### config.mk
export PLATFORM = sky130hd
export DESIGN_NAME = hazard_stall_controller_flat
export DESIGN_NICKNAME = d
export VERILOG_FILES = /design/src/rtl/hazard_stall_controller_if.sv /design/src/rtl/hazard_stall_controller.sv /design/src/flat_wrapper.sv
export SDC_FILE = /design/constraint.sdc
export NUM_CORES = 1
export LEC_CHECK = 0
export ABC_AREA = 1
export BUFFER_PORTS_ARGS = -buffer_cell sky130_fd_sc_hd__buf_2
export CORE_MARGIN = 8
export CORE_UTILIZATION = 49
export DETAILED_ROUTE_END_ITERATION = 6
export GPL_TIMING_DRIVEN = 0
export PLACE_DENSITY = 0.77
export SLEW_MARGIN = 20
export SYNTH_ARGS = -nofsm -noshare
export SYNTH_HDL_FRONTEND = slang
export SYNTH_SLANG_ARGS = --single-unit
### constraint.sdc
create_clock -name clk -period 1.8 [get_ports clk]
set_clock_uncertainty 0.2 [all_clocks]
set_input_delay 0.36 -clock clk [delete_from_list [all_inputs] [get_ports clk]]
set_output_delay 0.36 -clock clk [all_outputs]
set_load 0.02 [all_outputs]
### src/rtl/hazard_stall_controller_if.sv
// hazard_stall_controller_if: ID-stage operand info, pipeline control and MEM-stage SRAM handshake
interface hazard_stall_controller_if;
  logic       id_valid;
  logic [3:0] id_src1;
  logic [3:0] id_src2;
  logic       id_two_src;
  logic [3:0] id_dest;
  logic       id_wb_en;
  logic       id_mem_r_en;
  logic       id_mem_w_en;
  logic       ex_br_taken;
  logic       mem_ack;
  logic       stall;
  logic       flush;
  logic       freeze;
  logic       mem_req;
  modport master (
    output id_valid, id_src1, id_src2, id_two_src, id_dest, id_wb_en, id_mem_r_en, id_mem_w_en,
    output ex_br_taken, mem_ack,
    input  stall, flush, freeze, mem_req
  );
  modport slave (
    input  id_valid, id_src1, id_src2, id_two_src, id_dest, id_wb_en, id_mem_r_en, id_mem_w_en,
    input  ex_br_taken, mem_ack,
    output stall, flush, freeze, mem_req
  );
endinterface

### src/rtl/hazard_stall_controller.sv
// hazard_stall_controller: ID-stage stall/flush/freeze decisions, EXE/MEM destination tracking and SRAM handshake
module hazard_stall_controller #(
  parameter bit FWD_RESET = 1'b1,
  parameter int CNT_W     = 16
) (
  input  logic                      clk,
  input  logic                      rst,
  hazard_stall_controller_if.slave  bus,
  input  logic                      fwd_en_cfg,
  output logic                      fwd_mode,
  output logic [CNT_W-1:0]          stall_cnt,
  output logic [CNT_W-1:0]          flush_cnt
);
  typedef struct packed {
    logic       valid;
    logic [3:0] dest;
    logic       wb_en;
    logic       mem_r_en;
    logic       mem_op;
  } slot_t;
  typedef enum logic {RUN, MEM_WAIT} state_t;
  slot_t  ex_slot, mem_slot, id_info;
  state_t state, state_nx;
  logic   served, pending, hazard, ex_hit, mem_hit, admit;
  function automatic logic match(slot_t s, logic [3:0] r);
    return s.valid & s.wb_en & (s.dest == r);
  endfunction
  // operand hazards against EXE and MEM producers; WB writes early enough to never matter
  always_comb begin
    ex_hit  = match(ex_slot, bus.id_src1) | (bus.id_two_src & match(ex_slot, bus.id_src2));
    mem_hit = match(mem_slot, bus.id_src1) | (bus.id_two_src & match(mem_slot, bus.id_src2));
    hazard  = bus.id_valid & (fwd_mode ? (ex_hit & ex_slot.mem_r_en) : (ex_hit | mem_hit));
    id_info = {bus.id_valid, bus.id_dest, bus.id_wb_en, bus.id_mem_r_en, bus.id_mem_r_en | bus.id_mem_w_en};
  end
  // handshake FSM: freeze while the MEM-stage access is outstanding, including its ack cycle
  always_comb begin
    pending     = mem_slot.valid & mem_slot.mem_op & ~served;
    bus.mem_req = (state == MEM_WAIT);
    bus.freeze  = (state == MEM_WAIT) | pending;
    state_nx    = (state == MEM_WAIT) ? (bus.mem_ack ? RUN : MEM_WAIT) : (pending ? MEM_WAIT : RUN);
    bus.flush   = bus.ex_br_taken & ~bus.freeze;
    bus.stall   = hazard & ~bus.freeze & ~bus.ex_br_taken;
    admit       = bus.id_valid & ~bus.stall & ~bus.flush;
  end
  // FSM state register
  always_ff @(posedge clk or negedge rst) begin
    if (!rst) state <= RUN;
    else      state <= state_nx;
  end
  // tracker slots advance unless frozen; served marks a completed access until its slot moves on
  always_ff @(posedge clk or negedge rst) begin
    if (!rst) begin
      ex_slot  <= '0;
      mem_slot <= '0;
      served   <= 1'b0;
    end else if (!bus.freeze) begin
      mem_slot <= ex_slot;
      ex_slot  <= admit ? id_info : '0;
      served   <= 1'b0;
    end else if (state == MEM_WAIT && bus.mem_ack) begin
      served   <= 1'b1;
    end
  end
  // forwarding mode switches only on an edge with an empty, running pipeline
  always_ff @(posedge clk or negedge rst) begin
    if (!rst)                                               fwd_mode <= FWD_RESET;
    else if (!ex_slot.valid && !mem_slot.valid && !bus.freeze) fwd_mode <= fwd_en_cfg;
  end
  // saturating stall/flush cycle counters
  always_ff @(posedge clk or negedge rst) begin
    if (!rst) begin
      stall_cnt <= '0;
      flush_cnt <= '0;
    end else begin
      if (bus.stall && !(&stall_cnt)) stall_cnt <= stall_cnt + 1'b1;
      if (bus.flush && !(&flush_cnt)) flush_cnt <= flush_cnt + 1'b1;
    end
  end
endmodule

### src/flat_wrapper.sv
// flat-port wrapper written by rule: the top's interface ports become plain ports
module hazard_stall_controller_flat 
#(
  parameter bit FWD_RESET = 1'b1,
  parameter int CNT_W     = 16
)
  (clk, rst, fwd_en_cfg, fwd_mode, stall_cnt, flush_cnt, bus_id_valid, bus_id_src1, bus_id_src2, bus_id_two_src, bus_id_dest, bus_id_wb_en, bus_id_mem_r_en, bus_id_mem_w_en, bus_ex_br_taken, bus_mem_ack, bus_stall, bus_flush, bus_freeze, bus_mem_req);
  hazard_stall_controller_if bus_i ();
  input  logic clk;
  input  logic rst;
  input  logic fwd_en_cfg;
  output logic fwd_mode;
  output logic [CNT_W-1:0] stall_cnt;
  output logic [CNT_W-1:0] flush_cnt;
  input wire logic [$bits(bus_i.id_valid)-1:0] bus_id_valid;
  input wire logic [$bits(bus_i.id_src1)-1:0] bus_id_src1;
  input wire logic [$bits(bus_i.id_src2)-1:0] bus_id_src2;
  input wire logic [$bits(bus_i.id_two_src)-1:0] bus_id_two_src;
  input wire logic [$bits(bus_i.id_dest)-1:0] bus_id_dest;
  input wire logic [$bits(bus_i.id_wb_en)-1:0] bus_id_wb_en;
  input wire logic [$bits(bus_i.id_mem_r_en)-1:0] bus_id_mem_r_en;
  input wire logic [$bits(bus_i.id_mem_w_en)-1:0] bus_id_mem_w_en;
  input wire logic [$bits(bus_i.ex_br_taken)-1:0] bus_ex_br_taken;
  input wire logic [$bits(bus_i.mem_ack)-1:0] bus_mem_ack;
  output wire logic [$bits(bus_i.stall)-1:0] bus_stall;
  output wire logic [$bits(bus_i.flush)-1:0] bus_flush;
  output wire logic [$bits(bus_i.freeze)-1:0] bus_freeze;
  output wire logic [$bits(bus_i.mem_req)-1:0] bus_mem_req;
  assign bus_i.id_valid = bus_id_valid;
  assign bus_i.id_src1 = bus_id_src1;
  assign bus_i.id_src2 = bus_id_src2;
  assign bus_i.id_two_src = bus_id_two_src;
  assign bus_i.id_dest = bus_id_dest;
  assign bus_i.id_wb_en = bus_id_wb_en;
  assign bus_i.id_mem_r_en = bus_id_mem_r_en;
  assign bus_i.id_mem_w_en = bus_id_mem_w_en;
  assign bus_i.ex_br_taken = bus_ex_br_taken;
  assign bus_i.mem_ack = bus_mem_ack;
  assign bus_stall = bus_i.stall;
  assign bus_flush = bus_i.flush;
  assign bus_freeze = bus_i.freeze;
  assign bus_mem_req = bus_i.mem_req;
  hazard_stall_controller #(.FWD_RESET(FWD_RESET), .CNT_W(CNT_W)) u_core (.clk(clk), .rst(rst), .bus(bus_i), .fwd_en_cfg(fwd_en_cfg), .fwd_mode(fwd_mode), .stall_cnt(stall_cnt), .flush_cnt(flush_cnt));
endmodule
==> results of run 1 <==
cell usage after synthesis, types with 2 or more instances:
master | count | area share [%]
nand2_1 | 74 | 10
inv_1 | 51 | 6.9
dfrtp_1 | 49 | 44
nor2_1 | 25 | 3.4
nand3_1 | 18 | 3.3
xor2_1 | 16 | 5.1
xnor2_1 | 12 | 3.8
nand4_1 | 11 | 2.5
o21ai_0 | 9 | 1.6
nor3_1 | 8 | 1.4
o22ai_1 | 7 | 1.6
inv_2 | 6 | 0.81
nor2_4 | 6 | 2.4
o21bai_1 | 5 | 1.4
nand2_4 | 4 | 1.6
nor2_2 | 4 | 0.90
o21ai_1 | 4 | 0.72
nand2_2 | 3 | 0.68
nor3_2 | 3 | 1.1
clkbuf_1 | 2 | 0.27
ha_1 | 2 | 0.90
cell type report:
type	instances	area (um2)	area share (%)
flip-flops and latches	50	1260	34.4
clock inverters	3	45.0	1.23
repair buffers	85	566	15.5
plain buffers	2	20.0	0.547
inverters	57	216	5.91
multi-input cells	221	1390	38.1
clock buffers	5	68.8	1.88
well taps	72	90.1	2.46
power groups by stage:
stage	sequential [mW]	combinational, mW	clock (mW)
after floorplan	1.67	0.616	0
after global placement	1.57	1.03	0
after detailed placement	1.58	1.06	0
after CTS	1.55	1.30	0.816
after global routing	1.59	1.54	0.853
final	1.56	1.40	0.796
metrics by stage:
| step | std cells | hold WS [ns] | area (um2) |
|---|---|---|---|
| after detailed placement | 461 | 0.267 | 3170 |
| after global placement | 461 | 0.259 | 3170 |
| after CTS | 480 | 0.0218 | 3420 |
| final | 495 | 0.0376 | 3660 |
| after floorplan | 331 | -0.136 | 2790 |
| after global routing | 495 | 0.0285 | 3660 |
final timing paths:
path	slack (ns)	from	cells past startpoint	endpoint
setup reg to reg	-0.29	u_core.mem_slot[4]	12	u_core.stall_cnt[2]
hold / removal	0.04	bus_mem_ack	2	u_core.bus.mem_req
setup / recovery	-0.37	u_core.mem_slot[4]	9	bus_stall
max in group asynchronous	0.53	rst	2	u_core.flush_cnt[3]
hold reg to reg	0.28	u_core.bus.mem_req	1	u_core.bus.mem_req
min in group asynchronous	0.41	rst	2	u_core.stall_cnt[14]
what timing repair did:
item | in CTS | in global routing
setup endpoints to repair | 17 | 34
setup buffers | 11 | 14
hold buffers | 0 | 1
endpoints found under the hold margin | 0 | 49
pin swaps | 8 | 20
resized for setup | 14 | 29
gates cloned | 0 | 1
metal layers:
layer / vias to the layer above / global-route usage [%] / wire, um
met5: - / 0 / 0
met4: 0 / 4.77 / 54
met3: 5 / 4.03 / 344
met2: 46 / 26.7 / 3410
met1: 1162 / 18.4 / 2800
li1: 1230 / - / -
critical path, cell delays in order, from the launching register on:
cell and delay (ns):
dfrtp_1 0.43, xor2_1 0.18, nor2_1 0.13, nand2_1 0.10, nand2_2 0.09, nand2_2 0.07
nand2_4 0.09, nand2_4 0.05, inv_4 0.06, buf_6 0.11
kinds of logic (layout without fill, tap and decap cells):
logic type / Yosys count / count (layout) / share of synthesized area (%)
fa+ha+maj: 2 / 2 / 0.903
compound gates: 28 / 28 / 6.01
mux: 1 / 1 / 0.406
simple gates: 162 / 162 / 30.2
buf+inv: 60 / 152 / 8.40
flops: 50 / 50 / 45.2
xor+xnor: 28 / 28 / 8.85
state kept, by name, summed over array words and instances (netlist names):
signal              flops
u_core.flush_cnt       16
u_core.stall_cnt       16
u_core.ex_slot          8
u_core.mem_slot         7
u_core.bus.mem_req      1
u_core.fwd_mode         1
u_core.served           1
==> results.sh, run 1 <==
export IMPL_io_buffers=58
export IMPL_yosysUniqueCellTypes=33
export IMPL_syn_area_per_cell_um2=8.37
export IMPL_antenna_found_initial=0
export IMPL_start_util_pct=50.6
export IMPL_rows=27
export IMPL_core_area_um2=5470
export IMPL_antenna_cells=0
export IMPL_wirelength_um=6610
export IMPL_grt_use_total_pct=15.5
export IMPL_cp_end_kind="primary output"
export IMPL_drt_first_pass_iters=4
export IMPL_grt_pass1_wl_um=10800
export IMPL_layout_commonest_cell="nand2_1"
export IMPL_fin_nets=446
export IMPL_die_h_um=91.2
export IMPL_drc=0
export IMPL_post_drt_wl_per_cell_um=13.4
export IMPL_clockBufferDepth=2
export IMPL_ys_ff_latch=50
export IMPL_via_per_inst=4.94
export IMPL_cts_buffers=5
export IMPL_worst_setup_path_type="flop to primary output"
export IMPL_synth_ff_type="dfrtp_1"
export IMPL_synth_warnings=0
export IMPL_hp_class="input pin to flop"
export IMPL_rsz0062_at_grt="yes"
export IMPL_synth_edf_count=0
export IMPL_pwr_share_seq_pct=41.6
export IMPL_place_ws_ns=-0.261
export IMPL_die_area_um2=8320
export IMPL_tightest_slew_ns=0.617
export IMPL_setup_ws_ns=-0.367
export IMPL_critPathMaxFanout=4
export IMPL_drv_cap=0
export IMPL_clock_sinks=50
export IMPL_period_share_pct=120
export IMPL_syn2layout_area_growth_pct=32.1
export IMPL_ir_drop_uv=1110
export IMPL_vias=2443
export IMPL_grt_ovfl_total=0
export IMPL_finalMaxSlewViolations=0
export IMPL_p_int_mw=2.38
export IMPL_p_sw_mw=1.37
export IMPL_syn_area_um2=2770
export IMPL_initialDrtViolationCount=77
export IMPL_ios=59
export IMPL_tritoncts="yes"
export IMPL_switching_share_pct=36.6
export IMPL_clkTransAtPathRegs_ns=0.10
export IMPL_min_period_ns=2.17
export IMPL_cts_root_buf="clkbuf_8"
export IMPL_postSynthCellCount=331
export IMPL_seq_area_frac_synth_pct=45.2
export IMPL_post_route_util_pct=66.9
export IMPL_drive_gt1_share_pct=36.6
export IMPL_cp_arrival_ns=1.61
export IMPL_antenna_left=0
export IMPL_layout_common_cells="nand2_1, buf_2, inv_1"
export IMPL_cts_htree_levels=2
export IMPL_clk_latency_ns=0.30
export IMPL_slew_headroom_pct=58.8
export IMPL_fillers=472
export IMPL_p_leak_nw=1.87
export IMPL_violations="negative setup slack"
export IMPL_setup_violations_final=22
export IMPL_required_ns=1.24
export IMPL_worst_setup_path_start_kind="flop"
export IMPL_p_total_mw=3.75
export IMPL_die_x_um=91.2
export IMPL_async_reset_ff_share_pct=100
export IMPL_syn_num_nets=355
export IMPL_p_per_area_nw_per_um2=1020
export IMPL_grt_pass1_vias=2447
export IMPL_fin_setup_tns_ns=-3.78
export IMPL_grt_max_degree=51
export IMPL_finalHoldViolations=0
export IMPL_fmax_ghz=0.461
export IMPL_p_clk_share_pct=21.2
export IMPL_routabilityCongestion=0.846
export IMPL_dpl_hpwl_um=4600
export IMPL_p_comb_share_pct=37.2
export IMPL_status="finished, violations left"
(Power assumes the default switching activity.)
==> run 2, diff against run 1 <==
--- a/config.mk
+++ b/config.mk
@@ -5,13 +5,13 @@
 export SDC_FILE = /design/constraint.sdc
 export NUM_CORES = 1
 export LEC_CHECK = 0
-export ABC_AREA = 1
+export ABC_AREA = 0
 export BUFFER_PORTS_ARGS = -buffer_cell sky130_fd_sc_hd__buf_2
 export CORE_MARGIN = 8
-export CORE_UTILIZATION = 49
+export CORE_UTILIZATION = 48
 export DETAILED_ROUTE_END_ITERATION = 6
 export GPL_TIMING_DRIVEN = 0
-export PLACE_DENSITY = 0.77
+export PLACE_DENSITY = 0.76
 export SLEW_MARGIN = 20
 export SYNTH_ARGS = -nofsm -noshare
 export SYNTH_HDL_FRONTEND = slang
==> run 2 against run 1 <==
- register-to-register slack got worse by 0.14 ns
- total power fell by 3.9%
- via count is 14% lower
- clock power fell by 20%
- critical endpoint unchanged
- the flow still finishes with violations (negative setup slack)
==> results.sh, run 2 <==
export IMPL_status="finished, violations left"
export IMPL_violations="negative setup slack"
export IMPL_die_h_um=88.1
export IMPL_p_total_mw=3.60
export IMPL_setup_ws_ns=-0.590
export IMPL_die_area_um2=7760
export IMPL_ys_ff_latch=50
export IMPL_synth_area_leaders="dfrtp_1, xor2_1, xnor2_1"
export IMPL_initialDrtViolationCount=113
export IMPL_worst_setup_path_type="flop to primary output"
export IMPL_cts_buffers=5
export IMPL_layout_common_cells="buf_2, dfrtp_1, nand2_1"
export IMPL_synth_most_common_cell="dfrtp_1"
export IMPL_p_clk_share_pct=17.6
export IMPL_post_route_util_pct=69.5
export IMPL_drv_cap=0
export IMPL_fmax_ghz=0.418
export IMPL_routabilityCongestion=0.766
export IMPL_period_share_pct=133
export IMPL_critPathCapture="bus_stall"
export IMPL_clk_latency_ns=0.30
export IMPL_fin_nets=353
export IMPL_ios=59
export IMPL_p_comb_share_pct=39.1
export IMPL_p_per_area_nw_per_um2=1020
export IMPL_setup_violations_final=29
export IMPL_wirelength_um=6240
export IMPL_p_leak_nw=1.75
export IMPL_p_sw_mw=1.31
export IMPL_cp_arrival_ns=1.83
export IMPL_min_period_ns=2.39
export IMPL_vias=2101
export IMPL_syn_area_um2=2500
export IMPL_synth_top_area_cell="dfrtp_1"
export IMPL_area_sequential_um2=1270
export IMPL_rows=26
export IMPL_critPathMaxFanout=2
export IMPL_required_ns=1.24
export IMPL_cts_root_buf="clkbuf_8"
export IMPL_cp_end_kind="primary output"
export IMPL_start_util_pct=49.2
export IMPL_slew_headroom_pct=58.1
export IMPL_r2r_setup_slack_ns=-0.43
export IMPL_layout_commonest_cell="buf_2"
export IMPL_grt_use_total_pct=16.0
export IMPL_async_reset_ff_share_pct=100
export IMPL_clkTransAtPathRegs_ns=0.08
export IMPL_antenna_left=0
export IMPL_clock_sinks=50
export IMPL_critPathLaunch="u_core.ex_slot[4]"
export IMPL_worstReg2RegStart="u_core.ex_slot[4]"
export IMPL_grt_max_degree=51
export IMPL_synthTopCellsByCount="dfrtp_1, nand2_1, xor2_1"
export IMPL_syn2layout_area_growth_pct=41.2
export IMPL_stdcell_count=400
export IMPL_worst_setup_path_start_kind="flop"
export IMPL_synth_edf_count=0
export IMPL_p_int_mw=2.30
export IMPL_rr_worst_depth=7
export IMPL_dp_cells=362
export IMPL_tritoncts="yes"
export IMPL_ir_drop_uv=926
export IMPL_cts_htree_levels=2
export IMPL_antenna_cells=0
export IMPL_whs_ns=0.0447
export IMPL_synth_warnings=0
export IMPL_reg_top3="u_core.flush_cnt x16, u_core.stall_cnt x16, u_core.ex_slot x8"
export IMPL_die_x_um=88.1
export IMPL_antenna_found_initial=0
export IMPL_switching_share_pct=36.2
export IMPL_syn_num_nets=258
export IMPL_fin_setup_tns_ns=-8.82
export IMPL_r2r_end="u_core.stall_cnt[1]"
export IMPL_yosysUniqueCellTypes=38
export IMPL_fillers=377
export IMPL_rsz0062_at_grt="yes"
export IMPL_finalMaxSlewViolations=0
export IMPL_io_buffers=58
export IMPL_multi_input_area_um2=1420
export IMPL_drt_first_pass_iters=4
export IMPL_finalHoldViolations=0
export IMPL_grt_pass1_vias=2106
export IMPL_seq_area_frac_synth_pct=50.2
export IMPL_tightest_slew_ns=0.629
export IMPL_drc=0
export IMPL_synth_top_area_share_pct=49.1
export IMPL_synth_ff_type="dfrtp_1"
export IMPL_postSynthCellCount=234
export IMPL_dpl_hpwl_um=3900
export IMPL_post_drt_wl_per_cell_um=15.6
export IMPL_grt_pass1_wl_um=9740
export IMPL_hp_class="input pin to flop"
export IMPL_core_area_um2=5070
export IMPL_drive_gt1_share_pct=47.6
export IMPL_pwr_share_seq_pct=43.3
export IMPL_syn_area_per_cell_um2=10.7
export IMPL_grt_ovfl_total=0
export IMPL_clockBufferDepth=2
export IMPL_via_per_inst=5.25
[run 2: changes by cell type after synthesis, sizes merged, moves of 4 or more]
cell	delta
nor2	-21
nand3	-8
xnor2	+7
and3	+4
a22o	+7
nor4	+6
xor2	+10
o22ai	-7
nand2	-46
o21ai	-13
buf	+4
inv	-50
o21bai	-5
[run 2: power groups by stage]
stage	Combinational (mW)	Sequential (mW)	Clock, mW
global route	1.52	1.59	0.688
global placement	0.994	1.58	0
floorplan	0.617	1.66	0
CTS	1.29	1.56	0.649
finish	1.41	1.56	0.633
detailed placement	1.02	1.59	0
[run 2: what timing repair did]
action | CTS | global route
pin swaps | 27 | 19
hold endpoints to repair | 0 | 49
setup endpoints to repair | 33 | 37
gates resized for setup | 41 | 16
cloned | 1 | 0
setup buffers | 21 | 10
hold buffers | 0 | 1
[run 2: through the flow]
step	setup WS (ns)	instance area, um2
2_1_floorplan	-0.161	2570
3_3_place_gp	-0.459	2950
3_5_place_dp	-0.484	2950
4_1_cts	-0.580	3390
5_1_grt	-0.641	3520
6_report	-0.590	3520
[run 2: how the worst min path moves through the flow]
stage | startpoint | to | slack [ns] | depth (start not counted)
finish | bus_mem_ack | u_core.bus.mem_req | 0.04 | 2
global route | bus_mem_ack | u_core.bus.mem_req | 0.04 | 2
CTS | bus_mem_ack | u_core.bus.mem_req | 0.03 | 2
detailed placement | u_core.ex_slot[0] | u_core.mem_slot[0] | 0.26 | 2
global placement | u_core.ex_slot[0] | u_core.mem_slot[0] | 0.26 | 2
floorplan | rst | u_core.bus.mem_req | -0.14 | 0
[run 2: cells by family (layout without fill, tap and decap cells)]
family / after synthesis / count (layout) / synth area share [%]
buffers and inverters: 12 / 108 / 2.76
adders and majority gates: 2 / 2 / 1.00
DFF: 50 / 50 / 50.2
AOI/OAI and AO/OA: 17 / 17 / 6.17
xor gates and xnor gates: 45 / 45 / 15.8
muxes: 3 / 3 / 1.35
and+or+nand+nor: 105 / 105 / 22.8
[run 2: per-layer routing]
metal  vias to the layer above  GRT usage, %  part of all wire (%)
li1                       1004             -                     -
met1                      1026          19.3                    43
met2                        60          27.2                    49
met3                        11          4.13                   6.0
met4                         0          4.92                   1.3
met5                         -             0                     0
[run 2: area by class of cell]
type	count	share of cell area (%)
Buffer	4	1.49
Clock buffer	8	2.27
Inverter	7	1.03
Multi-Input combinational cell	172	40.2
Sequential cell	50	36.0
Tap cell	70	2.48
Timing Repair Buffer	89	16.5
[run 2: critical path: stages (launching register included)]
cell and delay, ns:
dfrtp_1 0.40, xnor2_1 0.14, nand2_1 0.09, o41ai_2 0.39, a22oi_2 0.18, buf_6 0.15, nor2_4 0.07, buf_6 0.12
